File: config.mk
export PLATFORM = sky130hd
export DESIGN_NAME = memory_key_controller
export DESIGN_NICKNAME = d
export VERILOG_FILES = /design/src/rtl/memory_key_controller.sv
export SDC_FILE = /design/constraint.sdc
export NUM_CORES = 1
export LEC_CHECK = 0
export ABC_CLOCK_PERIOD_IN_PS = 5500
export CORE_MARGIN = 8
export CORE_UTILIZATION = 60
export CTS_CLUSTER_SIZE = 24
export DETAILED_ROUTE_END_ITERATION = 6
export GPL_TIMING_DRIVEN = 1
export PLACE_DENSITY = 0.79
export SLEW_MARGIN = 10
export SYNTH_ARGS = -nofsm -noshare
export SYNTH_HDL_FRONTEND = slang
export SYNTH_SLANG_ARGS = --single-unit
File: constraint.sdc
create_clock -name clk -period 5.5 [get_ports clk]
set_clock_uncertainty 0.15 [all_clocks]
set_input_delay 1.1 -clock clk [delete_from_list [all_inputs] [get_ports clk]]
set_output_delay 1.1 -clock clk [all_outputs]
set_load 0.1 [all_outputs]
File: src/rtl/memory_key_controller.sv
`default_nettype none
`timescale 1ns/1ps
// ============================================================================
// Module   : memory_key_controller
// Purpose  : Result-memory sequencer for the calculator. Synchronises and
//            debounces two user keys, classifies each press as short or long,
//            and drives a small bank of result slots:
//              key0 short -> save current_result into the active slot
//                            (deferred while the ALU is busy)
//              key0 long  -> clear every slot
//              key1 short -> recall the active slot
//              key1 long  -> advance to the next slot and recall it
// Ports    : clk, reset          clock, asynchronous active-high reset
//            key0, key1          raw active-high keys (asynchronous to clk)
//            current_result      ALU result to save
//            calc_busy           ALU mid-operation, saves wait while high
//            memory_result       last saved/recalled value (registered)
//            active_slot         selected slot index (registered)
//            memory_clear        bank cleared and untouched since
//            save_ack/read_ack   one-cycle commit pulses
// Revision : 1.0 - initial release
// ============================================================================
module memory_key_controller #(
  parameter int DATA_W       = 8,
  parameter int NUM_SLOTS    = 4,
  parameter int DEBOUNCE_CYC = 500000,
  parameter int LONG_CYC     = 500000000
) (
  input  logic                         clk,
  input  logic                         reset,
  input  logic                         key0,
  input  logic                         key1,
  input  logic [DATA_W-1:0]            current_result,
  input  logic                         calc_busy,
  output logic [DATA_W-1:0]            memory_result,
  output logic [$clog2(NUM_SLOTS)-1:0] active_slot,
  output logic                         memory_clear,
  output logic                         save_ack,
  output logic                         read_ack
);

  localparam int SLOT_W = $clog2(NUM_SLOTS);
  localparam int DB_W   = $clog2(DEBOUNCE_CYC + 1);
  localparam int HOLD_W = $clog2(LONG_CYC + 1);

  localparam logic [DB_W-1:0]   DB_LAST   = DB_W'(DEBOUNCE_CYC - 1);
  localparam logic [HOLD_W-1:0] HOLD_MAX  = HOLD_W'(LONG_CYC);
  localparam logic [HOLD_W-1:0] HOLD_LAST = HOLD_W'(LONG_CYC - 1);

  // --------------------------------------------------------------------------
  // Key conditioning: 2-flop synchroniser, debouncer, edge detect
  // --------------------------------------------------------------------------
  logic [1:0] raw_keys;
  logic [1:0] key_db;
  logic [1:0] key_press;
  logic [1:0] key_release;

  assign raw_keys = {key1, key0};

  generate
    for (genvar k = 0; k < 2; k++) begin : g_key
      logic            sync_a;
      logic            sync_b;
      logic            level;
      logic            level_d;
      logic [DB_W-1:0] db_cnt;

      always_ff @(posedge clk or posedge reset) begin
        if (reset) begin
          sync_a  <= 1'b0;
          sync_b  <= 1'b0;
          level   <= 1'b0;
          level_d <= 1'b0;
          db_cnt  <= '0;
        end else begin
          sync_a  <= raw_keys[k];
          sync_b  <= sync_a;
          level_d <= level;
          // The level flips only after DEBOUNCE_CYC consecutive disagreeing
          // samples; a single agreeing sample restarts the count.
          if (sync_b != level) begin
            if (db_cnt == DB_LAST) begin
              level  <= sync_b;
              db_cnt <= '0;
            end else begin
              db_cnt <= db_cnt + 1'b1;
            end
          end else begin
            db_cnt <= '0;
          end
        end
      end

      assign key_db[k]      = level;
      assign key_press[k]   = level & ~level_d;
      assign key_release[k] = ~level & level_d;
    end
  endgenerate

  // --------------------------------------------------------------------------
  // Command FSM
  // --------------------------------------------------------------------------
  typedef enum logic [2:0] {
    IDLE      = 3'd0,
    K0_HOLD   = 3'd1,
    K1_HOLD   = 3'd2,
    SAVE_WAIT = 3'd3,
    WAIT_REL  = 3'd4
  } state_t;

  state_t state;
  state_t state_next;

  logic [HOLD_W-1:0] hold_cnt;
  logic              hold_key;
  logic              hold_last;

  logic do_save;
  logic do_read;
  logic do_adv;
  logic do_clear;

  // The key that owns the current hold state; the other key is ignored.
  assign hold_key  = (state == K1_HOLD) ? key_db[1] : key_db[0];
  // High on the cycle whose closing edge brings the counter to LONG_CYC.
  assign hold_last = hold_key && (hold_cnt == HOLD_LAST);

  always_ff @(posedge clk or posedge reset) begin
    if (reset) begin
      state <= IDLE;
    end else begin
      state <= state_next;
    end
  end

  always_comb begin
    state_next = state;
    do_save    = 1'b0;
    do_read    = 1'b0;
    do_adv     = 1'b0;
    do_clear   = 1'b0;
    case (state)
      IDLE: begin
        // key0 takes priority when both presses land in the same cycle.
        if (key_press[0]) begin
          state_next = K0_HOLD;
        end else if (key_press[1]) begin
          state_next = K1_HOLD;
        end
      end
      K0_HOLD: begin
        if (key_release[0]) begin
          if (!calc_busy) begin
            do_save    = 1'b1;
            state_next = key_db[1] ? WAIT_REL : IDLE;
          end else begin
            state_next = SAVE_WAIT;
          end
        end else if (hold_last) begin
          do_clear   = 1'b1;
          state_next = WAIT_REL;
        end
      end
      SAVE_WAIT: begin
        if (!calc_busy) begin
          do_save    = 1'b1;
          state_next = key_db[1] ? WAIT_REL : IDLE;
        end
      end
      K1_HOLD: begin
        if (key_release[1]) begin
          do_read    = 1'b1;
          state_next = key_db[0] ? WAIT_REL : IDLE;
        end else if (hold_last) begin
          // key1 is still down here, so a release wait always follows.
          do_adv     = 1'b1;
          state_next = WAIT_REL;
        end
      end
      WAIT_REL: begin
        if (!key_db[0] && !key_db[1]) begin
          state_next = IDLE;
        end
      end
      default: begin
        state_next = IDLE;
      end
    endcase
  end

  // Hold counter: zero outside the hold states, so every hold starts at 0.
  always_ff @(posedge clk or posedge reset) begin
    if (reset) begin
      hold_cnt <= '0;
    end else if (state == K0_HOLD || state == K1_HOLD) begin
      if (hold_key && hold_cnt != HOLD_MAX) begin
        hold_cnt <= hold_cnt + 1'b1;
      end
    end else begin
      hold_cnt <= '0;
    end
  end

  // --------------------------------------------------------------------------
  // Slot bank and registered outputs
  // --------------------------------------------------------------------------
  logic [DATA_W-1:0] slots [NUM_SLOTS];
  logic [SLOT_W-1:0] slot_next;

  // NUM_SLOTS is a power of two, so the natural wrap is the modulo.
  assign slot_next = active_slot + 1'b1;

  always_ff @(posedge clk or posedge reset) begin
    if (reset) begin
      for (int i = 0; i < NUM_SLOTS; i++) begin
        slots[i] <= '0;
      end
      memory_result <= '0;
      active_slot   <= '0;
      memory_clear  <= 1'b0;
      save_ack      <= 1'b0;
      read_ack      <= 1'b0;
    end else begin
      save_ack <= 1'b0;
      read_ack <= 1'b0;
      if (do_clear) begin
        for (int i = 0; i < NUM_SLOTS; i++) begin
          slots[i] <= '0;
        end
        memory_result <= '0;
        memory_clear  <= 1'b1;
      end else if (do_save) begin
        slots[active_slot] <= current_result;
        memory_result      <= current_result;
        memory_clear       <= 1'b0;
        save_ack           <= 1'b1;
      end else if (do_read) begin
        memory_result <= slots[active_slot];
        memory_clear  <= 1'b0;
        read_ack      <= 1'b1;
      end else if (do_adv) begin
        active_slot   <= slot_next;
        memory_result <= slots[slot_next];
        memory_clear  <= 1'b0;
        read_ack      <= 1'b1;
      end
    end
  end

endmodule
`default_nettype wire

* Word-level counts from Yosys, hierarchy flattened
Index checks and enable logic that the tools add are counted.
Word-level totals: register bits 123, input port bits 13, output and inout bits 13, logic and storage cells 122
Operators by class: $add $sub $neg 4, $lt $le $gt $ge 3, equal/unequal tests 14, muxes and demuxes 53, bitwise logic cells 13, reductions and logical operators 14
Operators with widths (count):
- $mux W19 | 4
- $mux W8 | 9
- $mux W32 | 2
- $mux W29 | 2
- $add A19 B1 Y19 const B | 2
- $eq A19 B19 Y1 const B | 2
- $bmux W8 S2 | 2
- $bwmux W32 | 1
- $mux W3 | 10
- $add A29 B1 Y29 const B | 1
- $eq A29 B29 Y1 const B | 1
- $ne A29 B29 Y1 const B | 1
- $mux W1 | 20
- $demux W8 S2 | 1
- $pmux W3 S5 | 1
- $not A1 Y1 | 7
- $eq A3 B2 Y1 const B | 2
- $ge A3 B3 Y1 const B | 2
- $not A2 Y3 | 2
- $and A1 B1 Y1 | 4
- $logic_and A1 B1 Y1 | 4
- $ne A2 B2 Y1 const B | 2
- $reduce_and A2 Y1 | 2
- $reduce_and A4 Y1 | 1
- 14 further kinds | 16

* Logic depth before layout (Yosys ltp)
word-level depth 10, mapped depth 9, depth with buffers taken out 6

* Least setup slack after synthesis
OpenSTA, ideal clock, no wires.
kind register -> register, from register active_slot[0], to register memory_result[0], setup time 0.127 ns, arrival time 3.174 ns, required time 5.223 ns, slack 2.049 ns, stages on the path, launching flop included 10, path buffers 3, period minus slack after synthesis 3.451 ns, cells stage by stage dfrtp_1 clkbuf_1 buf_2 inv_1 ha_1 buf_1 mux4_2 mux2i_1 a21oi_1 a221o_1
Between the ends: cells in the longest elaborated chain, start to end 9, elaborated cells on any way between the ends 13, those cells by class add/sub (1); mux (10); bitwise (2)
RTL lines:
- start: declaration | line 36 | output logic [$clog2(NUM_SLOTS)-1:0] active_slot,
- start signal: assignment | line 242 | active_slot <= slot_next;
- $add A2 B1 Y2 | line 211 | assign slot_next = active_slot + 1'b1;
- via slot_next[0] | line 208 | logic [SLOT_W-1:0] slot_next;
- $not A2 Y3 (implied by the code) | line 243 | memory_result <= slots[slot_next];
- $bmux W8 S2 | line 243
- $mux W8 (implied by the code) (2 in series) | line 243
- $mux W8 | line 241 | end else if (do_adv) begin
- $mux W8 | line 237 | end else if (do_read) begin
- $mux W8 | line 232 | end else if (do_save) begin
- $mux W8 | line 226 | if (do_clear) begin
- end signal: assignment | line 234 | memory_result <= current_result;
- end signal: assignment | line 238 | memory_result <= slots[active_slot];
- end signal: assignment | line 243
- end: declaration | line 35 | output logic [DATA_W-1:0] memory_result,
The timed path passes the listed nets, and every way through them passes these cells. The select of a mux whose other input is x is not followed. A chain may end at the register's enable or synchronous reset.

* Final worst setup path
from register active_slot[0], to output active_slot[0]
No word-level cell between the ends.

==> impl_metrics.json <==
{
  "final.min_clock_period_ns": 4.029,
  "synth_area_mm2": 0.006392,
  "ys_ff_latch": 123,
  "cts_htree_levels": 4,
  "ctsResizeCount": 0,
  "power.share.combinational": 0.038,
  "synthTopCellsByArea": "sky130_fd_sc_hd__dfrtp_1, sky130_fd_sc_hd__mux4_2, sky130_fd_sc_hd__xnor2_1, sky130_fd_sc_hd__a22o_1, sky130_fd_sc_hd__nor2_1",
  "io_pins": 26,
  "critical_path.reg2reg.startpoint": "active_slot[0]",
  "crit_fanout": 21,
  "post-cts-setup-buffer-count": 0,
  "antenna_left": 0,
  "worst_hold_path_type": "register to register",
  "drcViolationCount": 0,
  "drt_wl_total_mm": 14.33,
  "grt_start_max_net_pins": 80,
  "dp_hpwl_mm": 9.695,
  "vdd_ir_drop_max_mv": 0.2425,
  "final_max_slew_viol_count": 0,
  "maxClockFrequency_mhz": 248.2,
  "postSynth.asyncResetShare": 1.000,
  "crit_buf_inv": 1,
  "synthesis.nets": 621,
  "largest_area_contributor_in_the_synthesized_netlist": "sky130_fd_sc_hd__dfrtp_1",
  "cts_max_path_buffers": 2,
  "clk_pin_slew_ns": 0.06,
  "grt-ovfl-total": 0,
  "critical_path.startpoint": "active_slot[0]",
  "initial_utilization": 0.6192,
  "synthToLayoutAreaGrowth_pct": 13.58,
  "fp.coreArea_mm2": 0.01032,
  "final_layout_size_suffix_gt1_frac": 0.1021,
  "postSynth.topFlopCell": "sky130_fd_sc_hd__dfrtp_1",
  "synth_top_area_frac": 0.4815,
  "clock_tree.root_cell": "sky130_fd_sc_hd__clkbuf_8",
  "path_class": "register to output pin",
  "drt-wirelength-per-cell_um": 18.78,
  "synth-edff-count": 0,
  "grt_pass1_wl_mm": 24.06,
  "crit_path_max_incr_delay_ns": 1.29,
  "postSynthCellCount": 600,
  "yosysWarnings": 0,
  "fillCellCount": 748,
  "clock-sinks": 123,
  "drt_first_iter_violations": 354,
  "relSlewSlack": 0.2788,
  "first_pass_iters": 4,
  "total_inserted_antenna_cells": 0,
  "global_route.usage.total": 0.2114,
  "pwr_density_cell_mw_per_mm2": 284.2,
  "crit_path_launch_type": "register",
  "grt_pass1_vias": 4858,
  "standby_leakage_power_uw": 0.002930,
  "hold_path.startpoint": "g_key[0].sync_a",
  "portBuffers": 25,
  "critical_path.cell_chain": "clkdlybuf4s50_1",
  "syn-mean-instance-area_um2": 10.65,
  "worst_path_dominant_cell_family": "buffers and inverters",
  "place.gp.congestion": 0.9114,
  "die_width_um": 119.2,
  "viasPerCell": 6.253,
  "power.sequential.fraction": 0.446,
  "chipHeight_um": 119.2,
  "die_area_mm2": 0.01421,
  "final_hold_viol_count": 0,
  "cts_tree": "yes",
  "finish.instance_area_mm2": 0.007261,
  "yosysUniqueCellTypes": 55,
  "power.share.clock": 0.515,
  "status": "finished clean",
  "cts_hold_repair.buffers": 0,
  "critPathCaptureType": "output pin",
  "final_cell_count_no_fill": 763,
  "fin_nets": 636,
  "fin_crit_sh": 0.7325,
  "placed_area_mm2": 0.006693,
  "numPlacedInstances": 732,
  "switchingPower_uw": 464.5,
  "critical_path_arrival_ns": 2.78,
  "dr_total_vias": 4771,
  "ys_seq_area_frac": 0.4815,
  "number_of_cell_rows": 37,
  "internal_power_uw": 1599,
  "sum_of_negative_setup_slack_ns": 0,
  "critPathRequiredTime_ns": 4.25,
  "cts-buffers-inserted": 17,
  "cap_viol_max_count": 0,
  "crit_path_top_delay_cell": "sky130_fd_sc_hd__clkdlybuf4s50_1",
  "timing_worst_slew_pin_value_ns": 1.074,
  "insertion_delay_ns": 0.53,
  "finalSetupViolCount": 0,
  "antenna_violations_before_repair": 0,
  "power.switching_fraction": 0.2251,
  "rsz_0062_raised_after_global_routing": "false"
}
==> per-stage QoR <==
stage | util | setup WS, ns | hold slack (ns) | power [uW]
2_1_floorplan | - | 0.9791 | 0.1812 | 984.5
3_3_place_gp | 0.6483 | 2.061 | 0.1839 | 1015
3_5_place_dp | 0.6483 | 1.988 | 0.1913 | 1017
4_1_cts | 0.7033 | 1.433 | 0.2052 | 2081
5_1_grt | 0.7033 | 1.342 | 0.2180 | 2124
6_report | 0.7033 | 1.471 | 0.2028 | 2064
==> synth_stat cells (all sizes together) (3+ instances only) <==
master,number
buf,15
a22o,34
nor4,17
nand2b,4
nand2,40
and3,6
and4bb,3
nor2,72
or4,5
nand4,16
dfrtp,123
ha,8
inv,20
and4,6
a31oi,4
xnor2,39
a221o,7
o22ai,3
a21oi,20
mux4,16
nor4b,4
nor2b,4
mux2i,9
and2,9
o211ai,6
nand3,32
o21ai,8
clkbuf,17
nor3,13
xor2,16
or3,7
==> flip-flops by register name, summed over array words and instances, names as in the netlist <==
| register | cells |
|---|---|
| hold_cnt | 29 |
| slots | 32 |
| read_ack | 1 |
| active_slot | 2 |
| g_key.db_cnt | 38 |
| g_key.sync_b | 2 |
| memory_result | 8 |
| g_key.sync_a | 2 |
| g_key.level_d | 2 |
| memory_clear | 1 |
| g_key.level | 2 |
| state | 3 |
| save_ack | 1 |
==> layout by cell type (no fill, tap or decap), drive strengths merged, types with 13 or more instances in the layout <==
cell type / count
xor2: 16
inv: 20
a21oi: 20
clkdlybuf4s50: 25
nor3: 13
nand4: 16
nand2: 40
nor4: 17
clkbuf: 21
nand3: 32
xnor2: 39
a22o: 34
nor2: 72
mux4: 16
dfrtp: 123
==> power by group through the flow <==
stage / Combinational, uW / Clock [uW] / Sequential, uW
3_3_place_gp: 79.1 / 0 / 936
6_report: 79.3 / 1060 / 921
2_1_floorplan: 27.6 / 0 / 957
4_1_cts: 81.2 / 1080 / 921
3_5_place_dp: 80.8 / 0 / 936
5_1_grt: 86.5 / 1120 / 921
==> cell families after synthesis <==
family | after synthesis | share of synthesized area
compound gates | 90 | 0.1147
buf+inv | 52 | 0.03445
xor+xnor | 55 | 0.07536
mux | 27 | 0.07399
simple gates | 245 | 0.2043
flops | 123 | 0.4815
fa+ha+maj | 8 | 0.01566
==> final timing paths <==
check / slack, ns / to / cells after the start
max reg2reg: 2.56 / memory_result[1] / 6
min: 0.20 / g_key[0].sync_b / 0
max: 1.47 / active_slot[0] / 1
min reg2reg: 0.20 / g_key[0].sync_b / 0
min in group asynchronous: 0.97 / g_key[1].db_cnt[11] / 2
max in group asynchronous: 3.31 / slots[2] / 3
==> cell type report <==
class / instances / area, um^2 / share of cell area
sequential: 123 / 3078 / 0.4239
multi-input combinational: 425 / 3094 / 0.4262
inverter: 20 / 77.57 / 0.01068
timing repair buffer: 28 / 272.8 / 0.03757
clock inverter: 10 / 118.9 / 0.01637
clock buffer: 21 / 449.2 / 0.06186
tap: 136 / 170.2 / 0.02344
==> routing by layer <==
layer / wire length [um] / part of all wire / vias up / global-route usage
met5: 0 / 0 / - / 0
met4: 308 / 0.021 / 0 / 0.08458
met3: 897 / 0.063 / 27 / 0.06471
met2: 7120 / 0.50 / 171 / 0.3428
met1: 6002 / 0.42 / 2366 / 0.2591
li1: - / - / 2207 / -
(Power assumes the default switching activity.)
